--- src/rtl/fc_pkg.sv ---
`default_nettype none
// ============================================================================
// Module   : fc_pkg
// Purpose  : Shared types and constants for the fully connected neuron
//            scheduler (accumulator type, saturation limits, FSM states).
// Revision : 1.0 - initial release
// ============================================================================
package fc_pkg;

    localparam int ACC_W = 48;

    typedef logic signed [ACC_W-1:0] acc_t;

    // Saturation limits of the signed 48-bit accumulator
    localparam acc_t ACC_MAX = {1'b0, {(ACC_W-1){1'b1}}};
    localparam acc_t ACC_MIN = {1'b1, {(ACC_W-1){1'b0}}};

    typedef enum logic [2:0] {
        IDLE   = 3'd0,
        LAUNCH = 3'd1,
        WAIT   = 3'd2,
        POST   = 3'd3,
        EMIT   = 3'd4,
        DONE   = 3'd5
    } sched_state_t;

endpackage
`default_nettype wire

--- src/rtl/fc_post_proc.sv ---
`default_nettype none
// ============================================================================
// Module   : fc_post_proc
// Purpose  : Combinational bias add with saturation to the 48-bit signed
//            range, followed by optional ReLU.
// Revision : 1.0 - initial release
// ============================================================================
module fc_post_proc
    import fc_pkg::*;
#(
    parameter bit RELU_EN = 1'b1
) (
    input  acc_t i_acc,
    input  acc_t i_bias,
    output acc_t o_result
);

    logic [ACC_W:0] w_sum;
    acc_t           w_sat;

    // Add at 49 bits so nothing wraps, clamp on overflow, then optionally zero negatives
    always_comb begin
        w_sum = {i_acc[ACC_W-1], i_acc} + {i_bias[ACC_W-1], i_bias};
        if (w_sum[ACC_W] != w_sum[ACC_W-1]) begin
            // Extra sign bit disagrees with the 48-bit sign: result is out of range
            w_sat = w_sum[ACC_W] ? ACC_MIN : ACC_MAX;
        end else begin
            w_sat = w_sum[ACC_W-1:0];
        end
        o_result = w_sat;
        if (RELU_EN && w_sat[ACC_W-1]) begin
            o_result = '0;
        end
    end

endmodule
`default_nettype wire

--- src/rtl/fc_neuron_scheduler.sv ---
`default_nettype none
// ============================================================================
// Module   : fc_neuron_scheduler
// Purpose  : Time-shares one dot-product engine across N_OUT neurons: launch,
//            wait for the sum, add bias / saturate / ReLU, stream the result
//            out over valid/ready.
// Revision : 1.0 - initial release
// ============================================================================
module fc_neuron_scheduler
    import fc_pkg::*;
#(
    parameter int N_OUT   = 4,
    parameter int TIMEOUT = 1024,
    parameter bit RELU_EN = 1'b1
) (
    input  logic                             clk,
    input  logic                             rst,
    input  logic                             i_start,
    input  logic                             i_abort,
    // One 48-bit two's-complement bias per neuron, neuron k in slice [k]
    input  logic [N_OUT-1:0][ACC_W-1:0]      i_bias,
    output logic                             o_busy,
    output logic                             o_done,
    output logic                             o_error,
    output logic                             eng_start,
    output logic [$clog2(N_OUT)-1:0]         eng_sel,
    input  logic                             eng_result_valid,
    input  acc_t                             eng_result,
    output logic                             o_valid,
    input  logic                             i_ready,
    output acc_t                             o_data,
    output logic [$clog2(N_OUT)-1:0]         o_idx
);

    localparam int IW = $clog2(N_OUT);
    localparam int CW = $clog2(TIMEOUT + 1);

    sched_state_t   state_q, state_d;
    logic [IW-1:0]  idx_q, idx_d;
    logic [IW-1:0]  out_idx_q, out_idx_d;
    logic [CW-1:0]  cnt_q, cnt_d;
    acc_t           cap_q, cap_d;
    acc_t           data_q, data_d;
    logic           err_q, err_d;
    logic           start_d1_q, start_d1_d;

    logic           w_start_pulse;
    acc_t           w_bias_sel;
    acc_t           w_post_result;

    assign w_start_pulse = i_start & ~start_d1_q;
    assign w_bias_sel    = acc_t'(i_bias[idx_q]);

    fc_post_proc #(
        .RELU_EN (RELU_EN)
    ) u_post_proc (
        .i_acc    (cap_q),
        .i_bias   (w_bias_sel),
        .o_result (w_post_result)
    );

    // State and datapath registers; reset returns everything to the idle state
    always_ff @(posedge clk) begin
        if (rst) begin
            state_q    <= IDLE;
            idx_q      <= '0;
            out_idx_q  <= '0;
            cnt_q      <= '0;
            cap_q      <= '0;
            data_q     <= '0;
            err_q      <= 1'b0;
            start_d1_q <= 1'b0;
        end else begin
            state_q    <= state_d;
            idx_q      <= idx_d;
            out_idx_q  <= out_idx_d;
            cnt_q      <= cnt_d;
            cap_q      <= cap_d;
            data_q     <= data_d;
            err_q      <= err_d;
            start_d1_q <= start_d1_d;
        end
    end

    // Next-state and Moore outputs; abort overrides every transition and strobe
    always_comb begin
        state_d    = state_q;
        idx_d      = idx_q;
        out_idx_d  = out_idx_q;
        cnt_d      = cnt_q;
        cap_d      = cap_q;
        data_d     = data_q;
        err_d      = err_q;
        start_d1_d = i_start;

        o_busy    = (state_q != IDLE);
        eng_start = (state_q == LAUNCH) && !i_abort;
        o_valid   = (state_q == EMIT)   && !i_abort;
        o_done    = (state_q == DONE)   && !i_abort;

        if (i_abort) begin
            state_d = IDLE;
        end else begin
            case (state_q)
                IDLE: begin
                    if (w_start_pulse) begin
                        err_d   = 1'b0;
                        idx_d   = '0;
                        state_d = LAUNCH;
                    end
                end
                LAUNCH: begin
                    cnt_d   = '0;
                    state_d = WAIT;
                end
                WAIT: begin
                    if (eng_result_valid) begin
                        cap_d   = eng_result;
                        state_d = POST;
                    end else if (cnt_q == CW'(TIMEOUT - 1)) begin
                        err_d   = 1'b1;
                        state_d = IDLE;
                    end else begin
                        cnt_d = cnt_q + 1'b1;
                    end
                end
                POST: begin
                    data_d    = w_post_result;
                    out_idx_d = idx_q;
                    state_d   = EMIT;
                end
                EMIT: begin
                    if (i_ready) begin
                        if (idx_q == IW'(N_OUT - 1)) begin
                            state_d = DONE;
                        end else begin
                            idx_d   = idx_q + 1'b1;
                            state_d = LAUNCH;
                        end
                    end
                end
                DONE: begin
                    state_d = IDLE;
                end
                default: begin
                    state_d = IDLE;
                end
            endcase
        end
    end

    assign eng_sel = idx_q;
    assign o_idx   = out_idx_q;
    assign o_data  = data_q;
    assign o_error = err_q;

endmodule
`default_nettype wire

--- config.mk ---
export PLATFORM = sky130hd
export DESIGN_NAME = fc_neuron_scheduler
export DESIGN_NICKNAME = d
export VERILOG_FILES = /design/src/rtl/fc_pkg.sv /design/src/rtl/fc_post_proc.sv /design/src/rtl/fc_neuron_scheduler.sv
export SDC_FILE = /design/constraint.sdc
export NUM_CORES = 1
export LEC_CHECK = 0
export CAP_MARGIN = 20
export CORE_ASPECT_RATIO = 0.5
export CORE_MARGIN = 4
export CORE_UTILIZATION = 45
export CTS_BUF_LIST = sky130_fd_sc_hd__clkbuf_4
export DETAILED_ROUTE_END_ITERATION = 6
export PLACE_DENSITY = 0.83
export SYNTH_ARGS = -nofsm -noshare
export SYNTH_HDL_FRONTEND = slang
export SYNTH_SLANG_ARGS = --single-unit
--- constraint.sdc ---
create_clock -name clk -period 5.8 [get_ports clk]
set_clock_uncertainty 0.15 [all_clocks]
set_input_delay 1.16 -clock clk [delete_from_list [all_inputs] [get_ports clk]]
set_output_delay 1.16 -clock clk [all_outputs]
set_load 0.01 [all_outputs]
==> qor.yml, run 1 <==
busiest_layer: "met2"
cts_buffer_depth: 2
startpoint_type: "input pin"
cts_hold_buf: 0
totalPowerFinal_mw: 1.78
grt_pass1_wl_um: 45800
synth_common_cells: "nand2_1 (202), a21oi_1 (135), dfxtp_1 (115)"
final-setup-viol-count: 0
rsz0062_at_grt: "false"
io_pins: 303
routedWlPerCell_um: 19.1
antenna_cells: 0
dieArea_um2: 20600
drv_slew: 0
worstSetupPathType: "input pin to flop"
vias: 8859
crit_arrival_ps: 5170
peakVddDrop_mv: 0.100
synth.most_common_cell: "nand2_1"
grt_util_met3_pct: 6.20
cts_buffers: 17
die_h_um: 104
postCtsSetupBuffers: 0
hp-class: "flop to flop"
cts_root_buf: "clkbuf_4"
port_buffers: 301
placedCellCount: 1494
outcome: "complete, no violations"
layout-drive-gt1-share_pct: 9.51
core_area_um2: 17700
synth_warnings: 0
drc: 0
clk_pin_slew_worst_paths_ps: 140
max_freq_ghz: 0.207
power_density_nw_per_um2: 152
routed_wl_um: 29100
final_antenna_net_count: 0
finalSetupTns_ps: 0
yosysSeqAreaShare_pct: 28.0
groute.usage.overall_pct: 27.5
grt_overflow_total: 0
syn_inst: 1005
yosys.area.top_type: "dfxtp_1"
hold_violations: 0
cp_max_fo: 4
cts_sinks: 115
antenna_found_initial: 0
synth_ff_type: "dfxtp_1"
synth_seq_cells: 115
htree_levels: 4
synth_edf_count: 0
fin_crit_ps: 4820
rows: 34
drtIter0Drc: 691
nets: 1578
layout.cells.non_filler: 1528
initial_core_util_pct: 46.6
first_global_vias: 8869
post_cts_resize_count: 0
maxCapViolations: 0
syn-cell-area_um2: 8220
synth_nets: 1302
die_w_um: 199
grt_max_degree: 60
grt_use_met1_pct: 37.0
hpwlAfterDp_um: 23200
place.gp.congestion: 0.919
avgSynthCellArea_um2: 8.18
ys_types: 70
first_pass_iters: 5
viasPerCell: 5.80
finalCritPeriodShare_pct: 83.1
area_growth_pct: 42.8
clk_latency_ps: 560
nFillCells: 1484
synth_top_area_share_pct: 28.0
final_util_pct: 66.5
synth_async_sr_flop_share_pct: 0
worst_pin_slew_ps: 951
leakagePower_nw: 4.37
critPathRequiredTime_ps: 6150
relSlewSlack_pct: 36.6
crit_path_end_kind: "flop"
cts_tree: "done"
use_met2_pct: 45.4
yosys-top-cells-area: "dfxtp_1 (28%), mux4_2 (13%), nand2_1 (9.2%)"
[layout by cell type, fill, tap and decap left out, types with 4 or more instances in the layout]
cell type | synthesis | routed
mux4_2 | 48 | 48
a311oi_1 | 4 | 4
clkbuf_4 | 0 | 17
o21a_1 | 6 | 6
nor4_1 | 6 | 6
and3_1 | 7 | 7
inv_6 | 0 | 7
ha_1 | 50 | 50
nand2_1 | 202 | 202
a31oi_1 | 13 | 13
or3_1 | 8 | 7
nand4_1 | 17 | 17
nor3_1 | 16 | 15
inv_1 | 14 | 14
xnor2_1 | 30 | 30
dfxtp_1 | 115 | 113
nor2_1 | 60 | 59
o21ai_1 | 7 | 7
buf_4 | 1 | 13
a21oi_1 | 135 | 135
a21o_1 | 15 | 15
nand3_1 | 12 | 12
clkdlybuf4s50_1 | 0 | 300
a211oi_1 | 6 | 6
o21ai_0 | 70 | 70
o21bai_1 | 11 | 11
xor2_1 | 19 | 19
or2_2 | 5 | 5
[worst max-delay path: stages]
cell,delay (ps)
clkdlybuf4s50_1,410
mux4_2,460
ha_1,250
fa_1,460
a211oi_1,400
o211a_1,250
o31a_1,270
o21ai_2,160
a211oi_1,600
o21bai_1,170
xnor2_1,330
nor2_1,80
o21ai_0,150
[final timing paths]
check	to	depth (start not counted)	start	slack (ps)
setup reg to reg	o_data[36]$_SDFFE_PP0P_	12	eng_sel[0]$_SDFFE_PP0P_	1030
hold reg to reg	o_idx[0]$_SDFFE_PP0P_	2	o_idx[0]$_SDFFE_PP0P_	310
hold / removal	o_idx[0]$_SDFFE_PP0P_	2	o_idx[0]$_SDFFE_PP0P_	310
setup / recovery	o_data[36]$_SDFFE_PP0P_	13	i_bias[96]	980
[cell type report]
class                   count  area (um2)  share of cell area, %
repair buffers            317        3170                   27.0
flip-flops and latches    115        2310                   19.6
multi-input cells         815        5650                   48.1
clock buffers              17         128                   1.09
inverters                  15        56.3                  0.479
well taps                 234         293                   2.49
clock inverters            15         145                   1.24
[logic make-up after synthesis]
kind of cell             after synthesis  synth area share, %
multiplexers                          51                 13.5
adder cells (fa/ha/maj)               51                 7.85
XOR/XNOR                              50                 5.42
AND/OR/NAND/NOR                      355                 19.0
flip-flops                           115                 28.0
buffers and inverters                 75                 3.59
other                                  1               0.0456
AO/OA/AOI/OAI                        307                 22.6
[power breakdown]
part | leakage [nW] | switching [mW] | internal [mW]
combinational | 3.29 | 0.152 | 0.229
clock | 0.146 | 0.377 | 0.224
sequential | 0.928 | 0.00586 | 0.793
total | 4.37 | 0.535 | 1.25
[per-layer routing]
metal,share of wire (%),wire [um]
met4,1.2,362
met5,0,0
met2,47,13800
met1,43,12600
met3,8.2,2390
[stage by stage]
stage | worst slack [ps] | hold slack [ps] | cell area [um2]
final | 980 | 313 | 11700
after detailed placement | 340 | 293 | 11400
after CTS | 868 | 314 | 11700
after floorplan | 1600 | 291 | 8220
after global routing | 759 | 333 | 11700
after global placement | 493 | 287 | 11400
[state kept, by name (all words and copies together) (netlist names)]
register    cells
cap_q          48
o_data         47
eng_sel         2
state_q         3
cnt_q          11
o_idx           2
o_error         1
start_d1_q      1
(Power assumes the default switching activity.)
==> run 2: changes to the inputs <==
- clock period: 5.8 -> 4.9 ns (I/O delays scaled with it)
==> run 2 against run 1 <==
Against the previous run:
- combinational power is 19% higher
- sequential share of layout area is 0.14 points lower
- final cell count increased by 0.65%
- highest routed layer unchanged
==> qor.yml, run 2 (synthesis gave the netlist of run 1 again) <==
groute.usage.overall_pct: 27.2
totalPowerFinal_mw: 2.17
clk_latency_ps: 540
drtIter0Drc: 677
place.gp.congestion: 0.984
routedWlPerCell_um: 18.6
crit_path_end_kind: "flop"
cts_sinks: 115
switching_share_pct: 27.6
area_growth_pct: 43.8
relSlewSlack_pct: 24.5
final_antenna_net_count: 0
finalCritPeriodShare_pct: 90.9
postCtsSetupBuffers: 0
placedCellCount: 1506
outcome: "complete, no violations"
drv_slew: 0
clkPwrFrac_pct: 35.6
critPathRequiredTime_ps: 5210
cts_hold_buf: 0
io_pins: 303
hold_violations: 0
drc: 0
cp-startpoint: "eng_sel[0]$_SDFFE_PP0P_"
dieArea_um2: 20600
hp-class: "flop to flop"
cp_cell_sequence: "buf_4 -> mux4_2 -> ha_1 -> nand2_1 -> o21ai_1 -> a21oi_1 -> o21a_1 -> o21ai_1 -> a21oi_2 -> xnor2_4 -> buf_4 -> nor2_1 -> o21ai_0"
maxCapViolations: 0
comb_power_share_pct: 20.8
worstSetupPathType: "flop to flop"
slowest_stage: "dfxtp_4"
htree_levels: 4
largest-register: "cap_q"
mostFrequentLayoutCell: "clkdlybuf4s50_1"
min_from: "cap_q[35]$_SDFFE_PP0P_"
final_util_pct: 67.0
rsz0062_at_grt: "false"
largest_register_ffs: 48
crit_arrival_ps: 4760
viasPerCell: 5.80
antenna_cells: 0
first_global_vias: 9127
antenna_found_initial: 0
max_stage_delay_ps: 680
finalSetupTns_ps: 0
crit_buf_inv: 2
final-setup-viol-count: 0
seq_power_share_pct: 43.6
worst_pin_slew_ps: 1130
clk_pin_slew_worst_paths_ps: 110
startpoint_type: "flop"
post_cts_resize_count: 0
max_freq_ghz: 0.225
grt_pass1_wl_um: 45500
cts_tree: "done"
cp_max_fo: 24
rows: 34
worstReg2RegStart: "eng_sel[0]$_SDFFE_PP0P_"
intPower_mw: 1.57
vias: 8916
crit_family: "compound AO/OA/AOI/OAI gates"
cts_root_buf: "clkbuf_4"
mostFrequentLayoutCells: "clkdlybuf4s50_1 (300), nand2_1 (202), a21oi_1 (135)"
port_buffers: 301
die_h_um: 104
layout-drive-gt1-share_pct: 10.2
initial_core_util_pct: 46.6
routed_wl_um: 28600
first_pass_iters: 7
nets: 1588
fin_crit_ps: 4450
layout.cells.non_filler: 1538
die_w_um: 199
grt_overflow_total: 0
netSwitchingPower_mw: 0.600
reg2reg_slack_ps: 450
cts_buffer_depth: 2
peakVddDrop_mv: 0.175
power_density_nw_per_um2: 183
core_area_um2: 17700
hpwlAfterDp_um: 23200
grt_max_degree: 49
cts_buffers: 17
leakagePower_nw: 4.42
## run 2: cell types whose count changed in the layout (fill, tap and decap cells not counted), moves of 2 or more
cell | before | now
clkinv_4 | 2 | 4
inv_6 | 7 | 3
buf_4 | 13 | 25
bufinv_16 | 1 | 3
## run 2: area by class of cell
cell class	instances	area (um2)
clock buffers	17	128
clock inverters	15	181
fillers	1476	5830
inverters	15	56.3
multi-input cells	815	5650
flip-flops and latches	115	2310
well taps	234	293
repair buffers	327	3220
## run 2: final timing paths
check                       endpoint  cells past startpoint
max reg2reg  o_data[43]$_SDFFE_PP0P_                     13
min reg2reg   cap_q[35]$_SDFFE_PP0P_                      2
max          o_data[43]$_SDFFE_PP0P_                     13
min           cap_q[35]$_SDFFE_PP0P_                      2
## run 2: per-stage QoR
stage | hold WS [ps] | cell area (um2) | worst slack [ps]
after detailed placement | 296 | 11500 | 130
final | 314 | 11800 | 446
after global placement | 289 | 11500 | 182
after global routing | 316 | 11800 | 125
after floorplan | 291 | 8220 | 702
after CTS | 312 | 11800 | 493
## run 2: metal layers
metal  vias to the layer above  part of all wire (%)  track usage, %
met5                         -                     0               0
met4                         0                   2.0            6.88
met3                        42                   8.3            6.29
met2                       395                    48            46.2
met1                      4231                    42            34.9
li1                       4248                     -               -
## run 2: power groups by stage
| stage | logic [mW] | clock network [mW] | registers (mW) |
|---|---|---|---|
| 6_report | 0.451 | 0.773 | 0.945 |
| 3_5_place_dp | 0.445 | 0 | 0.966 |
| 3_3_place_gp | 0.435 | 0 | 0.966 |
| 5_1_grt | 0.485 | 0.825 | 0.947 |
| 4_1_cts | 0.448 | 0.782 | 0.945 |
| 2_1_floorplan | 0.190 | 0 | 0.964 |
## run 2: worst reg2reg max path, cell delays in order (launching register included)
cell and delay, ps:
dfxtp_4 680, buf_4 270, mux4_2 550, ha_1 430, nand2_1 110, o21ai_1 410
a21oi_1 170, o21a_1 190, o21ai_1 330, a21oi_2 130, xnor2_4 460, buf_4 270
nor2_1 70, o21ai_0 150
==> run 3: changes to the inputs <==
- CORE_MARGIN: 4 -> 2
==> run 3 against run 2 <==
Against the previous run:
- maximum frequency is 0.30% higher
- cell area is 0.74% higher
- global-route usage is 1.9 points higher
- hold slack hardly changed
- critical endpoint is now o_data[42]$_SDFFE_PP0P_
- largest cell class unchanged
- largest power group unchanged
- highest routed layer unchanged
==> qor.yml, run 3 (synthesis gave the netlist of run 1 again) <==
outcome: "complete, no violations"
viasPerCell: 5.78
first_pass_iters: 5
slowest_stage: "dfxtp_4"
rsz0062_at_grt: "false"
peakVddDrop_mv: 0.123
mostFrequentLayoutCells: "clkdlybuf4s50_1 (300), nand2_1 (202), a21oi_1 (135)"
layout.cells.non_filler: 1551
cts_tree: "done"
clk_latency_ps: 570
die_h_um: 99.6
max_stage_delay_ps: 820
io_pins: 303
die_w_um: 195
min_from: "o_data[9]$_SDFFE_PP0P_"
nets: 1600
cp_cell_sequence: "mux4_2 -> ha_1 -> o211ai_2 -> o211a_1 -> or4_4 -> a32oi_4 -> a211oi_2 -> o41ai_4 -> a21boi_0 -> xor2_1 -> o21ai_2"
cts_root_buf: "clkbuf_4"
worstSetupPathType: "flop to flop"
clk_pin_slew_worst_paths_ps: 100
mostFrequentLayoutCell: "clkdlybuf4s50_1"
postCtsSetupBuffers: 0
antenna_found_initial: 1
hpwlAfterDp_um: 22500
max_freq_ghz: 0.225
groute.usage.overall_pct: 29.1
relSlewSlack_pct: 36.4
leakagePower_nw: 4.47
worstReg2RegStart: "eng_sel[0]$_SDFFE_PP0P_"
largest_register_ffs: 48
routedWlPerCell_um: 18.2
finalSetupTns_ps: 0
grt_max_degree: 49
dieArea_um2: 19400
drtIter0Drc: 612
drc: 0
post_cts_resize_count: 0
layout-drive-gt1-share_pct: 10.6
crit_buf_inv: 0
area_growth_pct: 44.9
grt_overflow_total: 0
initial_core_util_pct: 46.7
fin_crit_ps: 4440
grt_pass1_wl_um: 45100
busiest_layer: "met2"
htree_levels: 4
cp_max_fo: 34
worst_pin_slew_ps: 954
cts_buffers: 17
grt_use_met1_pct: 38.5
maxCapViolations: 0
cts_buffer_depth: 2
crit_family: "compound AO/OA/AOI/OAI gates"
worst-path-stages: 11
drv_slew: 0
use_met2_pct: 48.5
crit_path_end_kind: "flop"
critPathRequiredTime_ps: 5210
reg2reg_slack_ps: 460
nFillCells: 1481
final-setup-viol-count: 0
final_antenna_net_count: 0
startpoint_type: "flop"
largest-register: "cap_q"
timing.critical_path.to: "o_data[42]$_SDFFE_PP0P_"
hold_violations: 0
multi_input_area_um2: 5650
cts_hold_buf: 0
layout.area.seq_um2: 2310
vias: 8969
grt_util_met3_pct: 6.51
cts_sinks: 115
placedCellCount: 1517
rows: 34
finalCritPeriodShare_pct: 90.6
regToRegEndpoint: "o_data[42]$_SDFFE_PP0P_"
hp-class: "flop to flop"
cp-startpoint: "eng_sel[0]$_SDFFE_PP0P_"
port_buffers: 301
first_global_vias: 8972
crit_arrival_ps: 4750
r2r.worst_path.cells: 11
core_area_um2: 17600
routed_wl_um: 28300
place.gp.congestion: 0.955
power_density_nw_per_um2: 180
[run 3: cell types whose count changed in the layout (fill, tap and decap cells not counted), sizes merged]
cell / change
buf: +12
inv: -3
clkbuf: +2
clkinvlp: +1
diode: +1
[run 3: metal layers]
metal	share of wire, %	wire length [um]
met5	0	0
met4	1.1	315
met3	7.9	2220
met2	47	13300
met1	44	12400
[run 3: worst min-delay path: stages (launching register included)]
cell and delay, ps:
dfxtp_1 330, nand2_1 50, a21oi_1 50
[run 3: worst min-delay path by stage]
stage	to	slack [ps]	cells past startpoint
detailed placement	o_data[28]$_SDFFE_PP0P_	300	2
global placement	o_data[20]$_SDFFE_PP0P_	290	2
CTS	o_data[28]$_SDFFE_PP0P_	320	2
floorplan	cap_q[0]$_SDFFE_PP0P_	290	2
finish	o_data[9]$_SDFFE_PP0P_	310	2
global route	o_data[28]$_SDFFE_PP0P_	330	2
[run 3: cell type report]
type | instances | area share (%)
diodes | 1 | 0.0210
clock buffers | 19 | 1.20
clock inverters | 13 | 1.19
inverters | 15 | 0.473
multi-input cells | 815 | 47.4
flip-flops and latches | 115 | 19.4
well taps | 234 | 2.46
repair buffers | 339 | 27.9
[run 3: report_power, final]
group	leakage [nW]	total, mW	switching (mW)	internal, mW
Combinational	3.39	0.458	0.180	0.278
Clock	0.146	0.738	0.384	0.354
Sequential	0.928	0.946	0.00727	0.939
Total	4.47	2.14	0.571	1.57
[run 3: per-stage QoR]
step	instance area, um2	hold slack (ps)	utilization [%]	setup WS [ps]	total power, mW
after floorplan	8220	291	-	702	1.15
after global placement	11600	290	65.9	34.7	1.41
after detailed placement	11600	295	65.9	-115	1.42
after CTS	11900	317	67.5	235	2.14
after global routing	11900	326	67.6	196	2.23
final	11900	314	67.6	459	2.14
